[src/rtl/mem_arbiter.sv]
// Two-port arbiter sharing one synchronous-read memory between instruction fetch (IF) and load/store (D).
// Optional starvation guard for IF is enabled by defining ARB_STARVE_GUARD_EN.
module mem_arbiter #(
  parameter int AW         = 12,
  parameter int DW         = 32,
  parameter int STARVE_MAX = 4
) (
  input  logic          clock,
  input  logic          reset,
  input  logic          if_req,
  input  logic [AW-1:0] if_addr,
  output logic          if_ack,
  output logic [DW-1:0] if_rdata,
  input  logic          d_req,
  input  logic          d_we,
  input  logic [AW-1:0] d_addr,
  input  logic [DW-1:0] d_wdata,
  output logic          d_ack,
  output logic [DW-1:0] d_rdata,
  output logic          mem_en,
  output logic          mem_we,
  output logic [AW-1:0] mem_addr,
  output logic [DW-1:0] mem_wdata,
  input  logic [DW-1:0] mem_rdata
);

  typedef enum logic [1:0] {
    S_IDLE,
    S_ACCESS,
    S_WAIT,
    S_ACK
  } state_t;

  if (STARVE_MAX < 1 || STARVE_MAX > 15) begin : g_bad_starve_max
    $error("mem_arbiter: STARVE_MAX must lie in 1..15");
  end

  state_t        r_state;
  logic          r_own;
  logic          r_is_wr;
  logic          r_mem_en;
  logic          r_mem_we;
  logic [AW-1:0] r_mem_addr;
  logic [DW-1:0] r_mem_wdata;
  logic          r_if_ack;
  logic          r_d_ack;
  logic [DW-1:0] r_if_rdata;
  logic [DW-1:0] r_d_rdata;

  logic          w_any_req;
  logic          w_grant_d;

  assign w_any_req = if_req | d_req;

`ifdef ARB_STARVE_GUARD_EN
  logic [3:0] r_starve_cnt;
  logic       w_force_if;

  // IF takes the slot once D has won STARVE_MAX arbitrations in a row against it.
  assign w_force_if = (r_starve_cnt == 4'(STARVE_MAX));
  assign w_grant_d  = d_req & ~(if_req & w_force_if);
`else
  assign w_grant_d  = d_req;
`endif

  // NOTE: all state here uses non-blocking assignments so every register sees pre-edge values.
  always_ff @(posedge clock or negedge reset) begin
    if (!reset) begin
      r_state      <= S_IDLE;
      r_own        <= 1'b0;
      r_is_wr      <= 1'b0;
      r_mem_en     <= 1'b0;
      r_mem_we     <= 1'b0;
      r_mem_addr   <= '0;
      r_mem_wdata  <= '0;
      r_if_ack     <= 1'b0;
      r_d_ack      <= 1'b0;
      r_if_rdata   <= '0;
      r_d_rdata    <= '0;
`ifdef ARB_STARVE_GUARD_EN
      r_starve_cnt <= '0;
`endif
    end else begin
      case (r_state)
        S_IDLE: begin
          if (w_any_req) begin
            r_own      <= w_grant_d;
            r_is_wr    <= w_grant_d & d_we;
            r_mem_we   <= w_grant_d & d_we;
            r_mem_addr <= w_grant_d ? d_addr : if_addr;
            if (w_grant_d) begin
              r_mem_wdata <= d_wdata;
            end
            r_mem_en   <= 1'b1;
            r_state    <= S_ACCESS;
`ifdef ARB_STARVE_GUARD_EN
            if (w_grant_d && if_req) begin
              r_starve_cnt <= r_starve_cnt + 4'd1;
            end else begin
              r_starve_cnt <= '0;
            end
`endif
          end
        end
        S_ACCESS: begin
          r_mem_en <= 1'b0;
          r_mem_we <= 1'b0;
          r_state  <= S_WAIT;
        end
        S_WAIT: begin
          // Read data is valid now; writes leave the D read-data register untouched.
          if (r_own) begin
            r_d_ack <= 1'b1;
            if (!r_is_wr) begin
              r_d_rdata <= mem_rdata;
            end
          end else begin
            r_if_ack   <= 1'b1;
            r_if_rdata <= mem_rdata;
          end
          r_state <= S_ACK;
        end
        S_ACK: begin
          r_if_ack <= 1'b0;
          r_d_ack  <= 1'b0;
          r_state  <= S_IDLE;
        end
        default: r_state <= S_IDLE;
      endcase
    end
  end

  assign if_ack    = r_if_ack;
  assign if_rdata  = r_if_rdata;
  assign d_ack     = r_d_ack;
  assign d_rdata   = r_d_rdata;
  assign mem_en    = r_mem_en;
  assign mem_we    = r_mem_we;
  assign mem_addr  = r_mem_addr;
  assign mem_wdata = r_mem_wdata;

endmodule

[config.mk]
export PLATFORM = sky130hd
export DESIGN_NAME = mem_arbiter
export DESIGN_NICKNAME = d
export VERILOG_FILES = /design/src/rtl/mem_arbiter.sv
export SDC_FILE = /design/constraint.sdc
export NUM_CORES = 1
export LEC_CHECK = 0
export ABC_CLOCK_PERIOD_IN_PS = 1700
export CAP_MARGIN = 0
export CELL_PAD_IN_SITES_DETAIL_PLACEMENT = 0
export CELL_PAD_IN_SITES_GLOBAL_PLACEMENT = 1
export CORE_ASPECT_RATIO = 2
export CORE_MARGIN = 8
export CORE_UTILIZATION = 30
export DETAILED_ROUTE_END_ITERATION = 7
export PLACE_DENSITY = 0.84
export SETUP_SLACK_MARGIN = 0.1
export SYNTH_ARGS = -nofsm -noshare
export SYNTH_HDL_FRONTEND = slang
export SYNTH_SLANG_ARGS = --single-unit
[constraint.sdc]
create_clock -name clock -period 1.7 [get_ports clock]
set_clock_uncertainty 0.15 [all_clocks]
set_input_delay 0.17 -clock clock [delete_from_list [all_inputs] [get_ports clock]]
set_output_delay 0.17 -clock clock [all_outputs]
set_load 0.01 [all_outputs]
==> run summary <==
Critical Path, Cell by Cell: inv_2 -> ha_4 -> nor2b_4 -> buf_6 -> clkbuf_16 -> mux2_4
Nets: 639
Die Ht: 193 microns
Overall Global Routing Usage: 0.151
Startpoint Class: flip-flop
R2R setup slack: 0.02 ns
Min-Delay Path Class: in2async
Synth Area in Adders: 0.0134
Largest family of logic cells by synthesized area: multiplexers
Worst slew pin tran: 0.699 ns
N_diodes: 0
Worst path required time: 1.83 ns
Worst Slack Setup Final: 0.0200 ns
Compound-Gate Fraction of Synth Area: 0.0449
Die X: 104 microns
Wirelength per Cell: 20.6 microns
Crit-path max cell delay: 0.39 ns
Unrepaired setup endpoints after global routing: true
Vias in the first global route: 4173
Fillers: 1304
Synth Cell Area: 4680 sq um
Max Fclk: 0.595 GHz
Post-synthesis sequential area ratio: 0.620
Finished layout cell area: 8150 sq um
Post-synth cell types: 27
CTS buffer count: 17
Simple-Gate Fraction of Synth Area: 0.0347
DRC: 0
Initial Utilization: 0.306
Setup CP Type: reg2reg
DRT Wirelength: 15500 microns
Area Overhead vs Synth: 73.9%
Power Total: 16.3 mW
Clock transition at the registers of the reported paths: 0.06 ns
Final number of setup-violating endpoints: 0
Pins Over Slew Limit: 0
Gr ovfl total: 0
Die ar.: 20100 sq um
Crit path time final: 1.68 ns
Initial DRT Pass Iterations: 4
Syn Area/Cell: 15.7 sq um
Global placement routability congestion: 0.730
Port bufs: 204
Global-route wire length before repair: 23700 microns
Critical Path Fanout Max: 6
Area of the multi-input gates: 2020 sq um
Hold slack: 0.182 ns
Max Cap Violations: 0
Hpwl dp: 10700 microns
Detailed Route Iter0 Violations: 67
Initial antenna violation count: 0
Final core utilization: 0.533
Most frequent cells in the layout: 115 x dfrtp_1, 112 x dlygate4sd2_1, 95 x mux2_4
Cells after DPL: 704
Mapped Cells: 299
Total negative slack: 0 ns
YS warnings: 0
Peak supply drop: 0.824 mV
CTS H-tree depth: 4
Clk_lat worst skew: 0.40 ns
Share of layout cells above drive strength 1: 0.329
Relative slew slack: 0.534
Pin count of the biggest net entering global routing: 117
Final period util: 0.988
Status: completed
# IOs: 205
Most common cell after layout, fill and taps aside: dfrtp_1
Critical path's slowest cell: dfrtp_1
Pre-CTS setup slack: -0.0725 ns
Pwr dens: 2000 nW/um^2
CTS max path bufs: 2
Root buffer cell: clkbuf_16
CP arrival: 1.81 ns
Pleak: 3.87 nW
TritonCTS clock tree: yes
Via count: 3465
FF+latch count, synth: 116
Xor/xnor share of the synthesized area: 0
FF+latch area: 2900 sq um
Fin cells: 752
Core footprint: 15300 sq um
Post-DRT Antenna Nets: 0
Via density: 4.61
Multiplexer share of the synthesized area: 0.257
Setup crit end kind: flip-flop
Clk sinks: 116
Final hold vios: 0
Cell Area, Placed: 7120 sq um
Row Count: 64
Syn_nets: 397
[worst max-delay path, delay by kind of cell, from the launching register on]
kind / cells / cell delay [ns]
buffers and inverters: 3 / 0.40
AND/OR/NAND/NOR: 1 / 0.17
flip-flops: 1 / 0.39
adder cells (fa/ha/maj): 1 / 0.13
multiplexers: 1 / 0.31
[state kept, by name, indices dropped and copies added (netlist names)]
signal,count
mem_addr,12
mem_wdata,32
mem_en,1
r_is_wr,1
r_own,1
if_ack,1
r_state,2
mem_we,1
if_rdata,32
d_ack,1
d_rdata,32
[per-layer routing]
metal  up-vias  wire, microns  track usage
met5         -              0            0
met4         0            303       0.0555
met2       140           9070        0.299
li1       1567              -            -
met3        18            953       0.0532
met1      1740           5170        0.134
[repair_timing]
item,in CTS,in global routing
hold buffers,1,0
endpoints found under the hold margin,116,0
setup endpoints to repair,212,114
setup buffers,7,3
gates resized for setup,155,46
gates cloned,3,2
pin swaps,1,2
[synthesized netlist by cell type]
cell / n / area (sq um)
nand2_1: 5 / 18.8
nor3b_2: 1 / 12.5
dfrtp_1: 116 / 2900
ha_1: 5 / 62.6
nor2_1: 15 / 56.3
a21oi_1: 3 / 15.0
nand3_1: 2 / 10.0
o22ai_1: 11 / 68.8
o21ai_0: 4 / 20.0
buf_6: 8 / 90.1
buf_1: 1 / 3.75
o32ai_1: 10 / 87.6
nand3b_2: 1 / 11.3
inv_1: 2 / 7.51
mux2i_1: 1 / 10.0
a21bo_2: 1 / 10.0
nand2_4: 1 / 11.3
o2bb2ai_1: 1 / 8.76
nor3_1: 2 / 10.0
nor4bb_1: 2 / 20.0
mux2_2: 70 / 788
buf_4: 1 / 7.51
clkbuf_1: 2 / 7.51
buf_2: 5 / 25.0
or2_1: 1 / 6.26
nor2b_1: 1 / 6.26
mux2_4: 27 / 405
[where the power goes]
| group | switching, mW | internal, mW |
|---|---|---|
| registers | 0.876 | 4.22 |
| logic | 3.08 | 4.60 |
| clock network | 1.32 | 2.17 |
| total | 5.28 | 11.0 |
[cells by family after synthesis]
logic type	count (synthesis)
buffers and inverters	19
AO/OA/AOI/OAI	30
AND/OR/NAND/NOR	31
multiplexers	98
adder cells (fa/ha/maj)	5
flip-flops	116
[cell type report]
cell class | instances | area share
sequential | 116 | 0.357
inverter | 2 | 0.000922
timing repair buffer | 240 | 0.293
tap | 198 | 0.0304
clock buffer | 18 | 0.0527
multi-input combinational | 164 | 0.248
clock inverter | 14 | 0.0189
[path summary, 6_finish.rpt]
path,startpoint,endpoint,depth (start not counted)
min in group clock,d_addr[7],mem_addr[7]$_DFFE_PN0P_,3
max,r_state[0]$_DFFE_PN0P_,if_rdata[0]$_DFFE_PN0P_,6
min reg2reg,mem_we$_DFFE_PN0P_,mem_we$_DFFE_PN0P_,2
max reg2reg,r_state[0]$_DFFE_PN0P_,if_rdata[0]$_DFFE_PN0P_,6
min,reset,d_rdata[23]$_DFFE_PN0P_,3
max in group asynchronous,reset,r_state[1]$_DFFE_PN0P_,3
(Power assumes the default switching activity.)
